$ cat src/rtl/serial_frame_rx.sv
// serial_frame_rx: start-bit-triggered serial receiver. It samples `in`
// only on `shift` strobes, shifts DATA_W bits in MSB first, checks the
// stop bit, and holds the word behind a valid/ready handshake.
// `frame_err` and `overrun` are single-cycle pulses.
// Optional feature: define SERIAL_RX_PARITY_EN to add an even-parity bit
// between the data bits and the stop bit.
module serial_frame_rx #(
  parameter int unsigned DATA_W = 4
) (
  input  logic              clock,
  input  logic              clear,
  input  logic              in,
  input  logic              shift,
  output logic [DATA_W-1:0] out,
  output logic              out_valid,
  input  logic              out_ready,
  output logic              busy,
  output logic              frame_err,
  output logic              overrun
);

  localparam int unsigned CW = $clog2(DATA_W + 1);

  localparam logic [1:0] S_IDLE   = 2'd0;
  localparam logic [1:0] S_DATA   = 2'd1;
`ifdef SERIAL_RX_PARITY_EN
  localparam logic [1:0] S_PARITY = 2'd2;
`endif
  localparam logic [1:0] S_STOP   = 2'd3;

  logic [1:0]        state_q, state_d;
  logic [CW-1:0]     cnt_q, cnt_d;
  logic [DATA_W-1:0] sreg_q, sreg_d;
  logic [DATA_W-1:0] out_q, out_d;
  logic              vld_q, vld_d;
  logic              ferr_q, ferr_d;
  logic              ovr_q, ovr_d;
  logic              consume;
  logic              frame_good;
`ifdef SERIAL_RX_PARITY_EN
  logic              par_ok_q, par_ok_d;
`endif

  assign consume = vld_q & out_ready;

  // Next-state: FSM, counter and sreg move only on strobes; the handshake
  // and the error pulses are evaluated every cycle.
  always_comb begin
    state_d    = state_q;
    cnt_d      = cnt_q;
    sreg_d     = sreg_q;
    out_d      = out_q;
    vld_d      = vld_q;
    ferr_d     = 1'b0;
    ovr_d      = 1'b0;
    frame_good = 1'b0;
`ifdef SERIAL_RX_PARITY_EN
    par_ok_d   = par_ok_q;
`endif
    if (consume) begin
      vld_d = 1'b0;
    end
    if (shift) begin
      case (state_q)
        S_IDLE: begin
          if (!in) begin
            state_d = S_DATA;
            cnt_d   = '0;
          end
        end
        S_DATA: begin
          sreg_d = {sreg_q[DATA_W-2:0], in};
          cnt_d  = cnt_q + CW'(1);
          if (cnt_q == CW'(DATA_W - 1)) begin
`ifdef SERIAL_RX_PARITY_EN
            state_d = S_PARITY;
`else
            state_d = S_STOP;
`endif
          end
        end
`ifdef SERIAL_RX_PARITY_EN
        S_PARITY: begin
          // Even parity: data bits plus parity bit must XOR to zero.
          par_ok_d = ~(^{sreg_q, in});
          state_d  = S_STOP;
        end
`endif
        S_STOP: begin
          state_d = S_IDLE;
`ifdef SERIAL_RX_PARITY_EN
          frame_good = in & par_ok_q;
`else
          frame_good = in;
`endif
          // A bad frame never reports an overrun, even with the slot full.
          if (!frame_good) begin
            ferr_d = 1'b1;
          end else if (!vld_q || out_ready) begin
            out_d = sreg_q;
            vld_d = 1'b1;
          end else begin
            ovr_d = 1'b1;
          end
        end
        default: state_d = S_IDLE;
      endcase
    end
  end

  // State registers with synchronous clear.
  always_ff @(posedge clock) begin
    if (clear) begin
      state_q  <= S_IDLE;
      cnt_q    <= '0;
      sreg_q   <= '0;
      out_q    <= '0;
      vld_q    <= 1'b0;
      ferr_q   <= 1'b0;
      ovr_q    <= 1'b0;
`ifdef SERIAL_RX_PARITY_EN
      par_ok_q <= 1'b0;
`endif
    end else begin
      state_q  <= state_d;
      cnt_q    <= cnt_d;
      sreg_q   <= sreg_d;
      out_q    <= out_d;
      vld_q    <= vld_d;
      ferr_q   <= ferr_d;
      ovr_q    <= ovr_d;
`ifdef SERIAL_RX_PARITY_EN
      par_ok_q <= par_ok_d;
`endif
    end
  end

  assign out       = out_q;
  assign out_valid = vld_q;
  assign busy      = (state_q != S_IDLE);
  assign frame_err = ferr_q;
  assign overrun   = ovr_q;

endmodule

$ cat config.mk
export PLATFORM = sky130hd
export DESIGN_NAME = serial_frame_rx
export DESIGN_NICKNAME = d
export VERILOG_FILES = /design/src/rtl/serial_frame_rx.sv
export SDC_FILE = /design/constraint.sdc
export NUM_CORES = 1
export LEC_CHECK = 0
export BUFFER_PORTS_ARGS = -buffer_cell sky130_fd_sc_hd__buf_2
export CORE_AREA = 2 2 40 42
export DETAILED_ROUTE_END_ITERATION = 16
export DIE_AREA = 0 0 42 44
export GPL_TIMING_DRIVEN = 0
export PLACE_DENSITY = 0.71
export RECOVER_POWER = 100
export SYNTH_ARGS = -nofsm -noshare
export SYNTH_HDL_FRONTEND = slang
export SYNTH_SLANG_ARGS = --single-unit
$ cat constraint.sdc
create_clock -name clock -period 1.48 [get_ports clock]
set_input_delay 0.074 -clock clock [delete_from_list [all_inputs] [get_ports clock]]
set_output_delay 0.074 -clock clock [all_outputs]
set_load 0.05 [all_outputs]
Word-level counts from Yosys, hierarchy flattened
Index checks and enable logic that the tools add are counted.

Add/subtract/negate cells: 1. Equality and inequality tests: 5. Multiplexer cells: 12. Bitwise logic cells: 4. Reductions and logical operators: 11.

Operator list (count): $mux W1 (7); $pmux W3 S2 (1); $reduce_and A3 Y1 (2); $mux W2 (2); $ne A2 B2 Y1 const B (2); $pmux W2 S2 (1); $reduce_and A4 Y1 (1); $reduce_bool A2 Y1 (2); $reduce_or A4 Y1 (1); $add A3 B1 Y3 const B (1); $eq A3 B2 Y1 const B (1); $mux W3 (1); $not A1 Y1 (3); $reduce_or A3 Y1 (1); $eq A2 B1 Y1 const B (1); $eq A2 B2 Y1 const B (1); $logic_not A2 Y1 (1); $reduce_and A2 Y1 (1); $and A1 B1 Y1 (1); $logic_not A1 Y1 (1); $logic_or A1 B1 Y1 (1).

Register bits: 16. Input port bits: 5. Output and inout bits: 8. Word-level logic and storage cells: 40.

Depth between registers and ports, before layout
Gate-level depths: netlist of run 1.

Word-level depth: 6. Gate-level depth with buffers: 5. Gate-level depth less buffers: 5.

Worst setup path before layout of run 1
Ideal clock, no wire load.

Path type: flip-flop to flip-flop. From: register vld_q (netlist: out_valid). To: register out_q[0] (netlist: out[0]). Setup time: 118 ps. Arrival: 1140 ps. Required time: 1362 ps. Slack: 221 ps. Stages on the path, launching flop included: 5. Path buffers: 1. Clock period less this slack: 1259 ps. Cell sequence: dfxtp_1 -> nand2b_1 -> nor2b_2 -> buf_6 -> mux2i_1.

Cells in the longest elaborated chain, start to end: 3.

RTL lines: start, declared (line 35) `logic vld_q, vld_d;`; start signal, assigned (line 129) `vld_q <= vld_d;`; $logic_not A1 Y1 (line 99) `end else if (!vld_q || out_ready) begin`; $logic_or A1 B1 Y1 (line 99); $reduce_and A4 Y1 (no source line); end signal, assigned (line 128) `out_q <= out_d;`; end, declared (line 34) `logic [DATA_W-1:0] out_q, out_d;`.

Every way passes these cells. A chain may end at the register's enable or synchronous reset.

Worst setup path in the final report of run 1
From: register state_q[1]. To: output busy.

Cells in the longest elaborated chain, start to end: 1.

RTL lines: start, declared (line 31) `logic [1:0] state_q, state_d;`; start signal, assigned (line 125) `state_q <= state_d;`; $reduce_bool A2 Y1 (line 140) `assign busy = (state_q != S_IDLE);`; end, declared (line 17) `output logic busy,`.

Every way passes these cells.

==> results of run 1 <==
==> area by class of cell <==
| cell class | instances | area [um^2] |
|---|---|---|
| Tap cell | 16 | 20.0 |
| Fill cell | 126 | 634 |
| Buffer | 4 | 31.3 |
| Multi-Input combinational cell | 47 | 318 |
| Clock buffer | 4 | 36.3 |
| Sequential cell | 16 | 320 |
| Inverter | 2 | 7.51 |
| Timing Repair Buffer | 12 | 51.3 |
==> cells in the final DEF (no fill, tap or decap), types with 2 or more instances in the layout <==
cell type	n
nor3_1	2
clkbuf_1	8
buf_6	2
clkbuf_4	3
nor2_1	5
ha_1	2
nand3_1	2
mux2i_1	8
nand2b_1	12
o21ai_0	3
dfxtp_1	16
buf_2	5
inv_1	2
a21oi_1	5
==> per-layer routing <==
| layer | share of wire (%) | wire [um] |
|---|---|---|
| met3 | 6.1 | 66 |
| met4 | 1.3 | 14 |
| met1 | 48 | 519 |
| met5 | 0 | 0 |
| met2 | 45 | 487 |
==> worst max path at each step <==
stage | cells after the start | endpoint | slack (ps) | start
floorplan | 4 | out[0] | 220 | out_valid
global placement | 4 | out[3] | 370 | state_q[0]
detailed placement | 4 | out[2] | 360 | state_q[0]
CTS | 2 | busy | 240 | state_q[1]
global route | 2 | busy | 170 | state_q[1]
finish | 2 | busy | 210 | state_q[1]
==> logic make-up (layout without fill, tap and decap cells) <==
kind of cell,after synthesis,after routing
AND/OR/NAND/NOR,27,27
flip-flops,16,16
AO/OA/AOI/OAI,9,9
multiplexers,9,9
buffers and inverters,6,22
adder cells (fa/ha/maj),2,2
==> power groups by stage <==
stage | clock network (mW) | logic, mW | registers [mW]
2_1_floorplan | 0 | 0.0344 | 0.448
3_3_place_gp | 0 | 0.0491 | 0.449
3_5_place_dp | 0 | 0.0503 | 0.449
4_1_cts | 0.294 | 0.0504 | 0.439
5_1_grt | 0.312 | 0.0542 | 0.440
6_report | 0.291 | 0.0500 | 0.439
==> registers in the layout, indices dropped and copies added (netlist names) <==
signal     flops
out            4
out_valid      1
sreg_q         4
state_q        2
frame_err      1
overrun        1
cnt_q          3
==> results.sh, run 1 <==
export IMPL_fmax_ghz=0.788
export IMPL_use_met2_pct=22.5
export IMPL_row_count=14
export IMPL_finalSetupTns_ps=0
export IMPL_regToRegStartpoint="state_q[1]"
export IMPL_synth_commonest_cells="dfxtp_1, nand2b_1, mux2i_1"
export IMPL_dieArea_mm2=0.00185
export IMPL_yosys_most_used_dff="dfxtp_1"
export IMPL_use_met1_pct=13.9
export IMPL_routabilityCongestion=0.693
export IMPL_grt_ovfl_total=0
export IMPL_netlist_area_um2=677
export IMPL_place_area_um2=757
export IMPL_maxSlewHeadroom_pct=60.6
export IMPL_place_hpwl_um=784
export IMPL_synth_top_family_by_area="simple AND/OR/NAND/NOR gates"
export IMPL_synth_edff_count=0
export IMPL_holdPathEnd="frame_err"
export IMPL_drc=0
export IMPL_cts_root_buffer="clkbuf_4"
export IMPL_area_growth_pct=15.9
export IMPL_first_pass_iters=4
export IMPL_slowest_stage="dfxtp_1"
export IMPL_reg2reg_depth=4
export IMPL_postSynthAreaPerCell_um2=9.81
export IMPL_antenna_left=0
export IMPL_fin_worst_skew_ps=5.28
export IMPL_timing_final_ws_setup_ps=210
export IMPL_h_tree_depth=1
export IMPL_hold_viol=1
export IMPL_rr_endpoint="out[2]"
export IMPL_p_sw_share_pct=22.4
export IMPL_maxCapViolations=0
export IMPL_final_max_slew_viol_count=0
export IMPL_busiest_layer="met2"
export IMPL_internal_power_uw=605
export IMPL_post_route_period_util_pct=85.8
export IMPL_hold_buffers=0
export IMPL_core_mm2=0.00142
export IMPL_io_buffers=12
export IMPL_ys_seq_elements=16
export IMPL_drt_wl_total_um=1090
export IMPL_synth_nets=76
export IMPL_final_area_um2=785
export IMPL_ys_seq_area_share_pct=47.3
export IMPL_track_usage_pct=13.0
export IMPL_numCtsBuffers=3
export IMPL_nets=93
export IMPL_max_stage_delay_ps=370
export IMPL_min_path_cells=2
export IMPL_r2r_slack_ps=340
export IMPL_place_ws_ps=358
export IMPL_tightest_slew_ps=594
export IMPL_layout_min_cycle_time_ps=1270
export IMPL_die_x_um=42
export IMPL_cp_data_arrival_time_ps=1200
export IMPL_finalSetupViolations=0
export IMPL_violations="negative hold slack"
export IMPL_clkPwrFrac_pct=37.3
export IMPL_crit_type="reg -> out"
export IMPL_clk_pin_slew_ps=90
export IMPL_synthAdderAreaFrac_pct=3.70
export IMPL_seqPwrFrac_pct=56.3
export IMPL_crit_fanout=7
export IMPL_io_pins=13
export IMPL_utilization_pct=55.3
export IMPL_synth_compound_area_share_pct=7.02
export IMPL_synth_simple_gate_area_share_pct=22.7
export IMPL_wire_per_inst_um=10.8
export IMPL_grt_start_max_net_pins=11
export IMPL_hold_slack_ps=-0.112
export IMPL_first_iter_violations=4
export IMPL_antenna_found_initial=0
export IMPL_grt_pass1_vias=464
export IMPL_layout_drive_gt1_share_pct=17.6
export IMPL_cp_top_family="flip-flops"
export IMPL_hold_class="in -> reg"
export IMPL_stdcell_count=101
export IMPL_synth_xor_area_share_pct=0
export IMPL_worst_skew_pair_late_latency_ps=290
export IMPL_dp_cells=97
export IMPL_synthDominantCellAreaShare_pct=47.3
export IMPL_synth_area_mux_share_pct=13.5
export IMPL_grt_pass1_wl_um=1810
export IMPL_vdd_ir_drop_max_uv=466
export IMPL_cts_tree="yes"
export IMPL_cp_cell_sequence="or2_2 > clkbuf_2"
export IMPL_p_per_area_mw_per_mm2=994
export IMPL_yosysUniqueCellTypes=21
export IMPL_viasPerCell=4.86
export IMPL_die_h_um=44
export IMPL_grt_util_met3_pct=4.17
export IMPL_path_buf_inv=1
export IMPL_cts_setup_buffers=0
export IMPL_synth_area_leader_cell="dfxtp_1"
export IMPL_min_delay_start="in"
export IMPL_synth_warnings=0
export IMPL_power_uw=780
export IMPL_startpoint_type="flip-flop"
export IMPL_yosys_top_cells_area="dfxtp_1, mux2i_1, nand2b_1"
export IMPL_yosysMostFrequentCell="dfxtp_1"
export IMPL_vias=491
export IMPL_p_leak_nw=0.290
export IMPL_rsz0062_at_grt="false"
export IMPL_combPwrFrac_pct=6.4
export IMPL_p_switching_uw=175
export IMPL_status="finished with violations"
export IMPL_setup_worst_path_end_class="primary output"
export IMPL_required_ps=1410
export IMPL_clock_sinks=16
export IMPL_async_flop_share_pct=0
export IMPL_syn_inst=69
export IMPL_start_util_pct=47.7
export IMPL_antenna_cells=0
export IMPL_clockBufferDepth=2
export IMPL_cts_resized=0
Power figures use the tool's default switching activity.
==> run 2: changes to the inputs <==
==> constraint.sdc (replaced) <==
create_clock -name clock -period 1.48 [get_ports clock]
set_input_delay 0.222 -clock clock [delete_from_list [all_inputs] [get_ports clock]]
set_output_delay 0.222 -clock clock [all_outputs]
set_load 0.05 [all_outputs]
==> results.sh, run 2 (same netlist as run 1, synthesis figures left out) <==
export IMPL_dieArea_mm2=0.00185
export IMPL_routabilityCongestion=0.693
export IMPL_highest_layer="met4"
export IMPL_p_sw_share_pct=22.3
export IMPL_dr_wl_met2_um=485
export IMPL_crit_type="reg -> out"
export IMPL_track_usage_pct=13.0
export IMPL_clock_sinks=16
export IMPL_hold_slack_ps=148
export IMPL_setup_worst_path_end_class="primary output"
export IMPL_stdcell_count=101
export IMPL_combPwrFrac_pct=6.1
export IMPL_hold_buffers=0
export IMPL_antenna_found_initial=0
export IMPL_vdd_ir_drop_max_uv=461
export IMPL_start_util_pct=47.7
export IMPL_io_buffers=12
export IMPL_finalSetupTns_ps=0
export IMPL_cp_cell_sequence="or2_2 > buf_2"
export IMPL_crit_fanout=7
export IMPL_wire_per_inst_um=10.7
export IMPL_row_count=14
export IMPL_die_h_um=44
export IMPL_grt_pass1_wl_um=1810
export IMPL_worst_skew_pair_late_latency_ps=290
export IMPL_grt_ovfl_total=0
export IMPL_final_common_cell="dfxtp_1"
export IMPL_p_per_area_mw_per_mm2=1010
export IMPL_maxSlewHeadroom_pct=60.6
export IMPL_dp_cells=97
export IMPL_internal_power_uw=603
export IMPL_wl_met3_um=66
export IMPL_cts_tree="yes"
export IMPL_h_tree_depth=1
export IMPL_cts_resized=0
export IMPL_p_switching_uw=173
export IMPL_post_route_period_util_pct=93.9
export IMPL_io_pins=13
export IMPL_viasPerCell=4.84
export IMPL_finalSetupViolations=0
export IMPL_fmax_ghz=0.720
export IMPL_p_leak_nw=0.278
export IMPL_layout_min_cycle_time_ps=1390
export IMPL_drc=0
export IMPL_first_iter_violations=5
export IMPL_grt_pass1_vias=464
export IMPL_place_hpwl_um=784
export IMPL_rsz0062_at_grt="false"
export IMPL_clkPwrFrac_pct=37.3
export IMPL_mostFrequentLayoutCells="dfxtp_1, nand2b_1, clkbuf_1"
export IMPL_vias=489
export IMPL_layout_drive_gt1_share_pct=14.1
export IMPL_cp_data_arrival_time_ps=1170
export IMPL_seqPwrFrac_pct=56.5
export IMPL_drt_wl_total_um=1080
export IMPL_antenna_left=0
export IMPL_cts_root_buffer="clkbuf_4"
export IMPL_first_pass_iters=4
export IMPL_status="finished, final reports clean"
export IMPL_numCtsBuffers=3
export IMPL_maxCapViolations=0
export IMPL_antenna_cells=0
export IMPL_clk_pin_slew_ps=90
export IMPL_tightest_slew_ps=594
export IMPL_core_mm2=0.00142
export IMPL_power_uw=777
export IMPL_required_ps=1260
export IMPL_final_max_slew_viol_count=0
export IMPL_startpoint_type="flip-flop"
export IMPL_path_buf_inv=1
export IMPL_grt_start_max_net_pins=11
export IMPL_wl_met1_um=510
export IMPL_hold_viol=0
export IMPL_clockBufferDepth=2
export IMPL_area_growth_pct=13.5
export IMPL_nets=93
export IMPL_slowest_stage="dfxtp_1"
export IMPL_utilization_pct=54.1
export IMPL_fin_worst_skew_ps=4.54
export IMPL_max_stage_delay_ps=370
export IMPL_die_x_um=42
export IMPL_cp_top_family="flip-flops"
export IMPL_hold_class="in -> reg"
export IMPL_cts_setup_buffers=0
[run 2: routing by layer]
layer | vias up | track usage (%)
met5 | - | 0
met4 | 0 | 7.74
met3 | 2 | 4.17
met2 | 13 | 22.5
met1 | 213 | 13.9
li1 | 261 | -
[run 2: final cells by class]
class,instances,area (um^2)
repair buffers,12,51.3
plain buffers,4,15.0
flip-flops and latches,16,320
clock buffers,4,36.3
fillers,129,651
well taps,16,20.0
multi-input cells,47,318
inverters,2,7.51
[run 2: worst paths after layout]
kind               from        end  slack (ps)  depth (start not counted)
min reg2reg      out[3]     out[3]         480                          2
max reg2reg  state_q[0]  sreg_q[1]         120                          4
max          state_q[1]       busy          90                          2
min                  in  frame_err         150                          2
[run 2: through the flow]
step           setup slack, ps  cell area [um^2]
6_report                  90.7               768
5_1_grt                   28.0               768
4_1_cts                   91.0               793
3_5_place_dp               358               757
3_3_place_gp               375               757
2_1_floorplan              221               677
[run 2: power groups by stage]
| stage | combinational [mW] | clock [mW] | sequential, mW |
|---|---|---|---|
| finish | 0.0477 | 0.290 | 0.439 |
| global route | 0.0519 | 0.312 | 0.440 |
| CTS | 0.0504 | 0.294 | 0.439 |
| detailed placement | 0.0503 | 0 | 0.449 |
| global placement | 0.0491 | 0 | 0.449 |
| floorplan | 0.0344 | 0 | 0.448 |
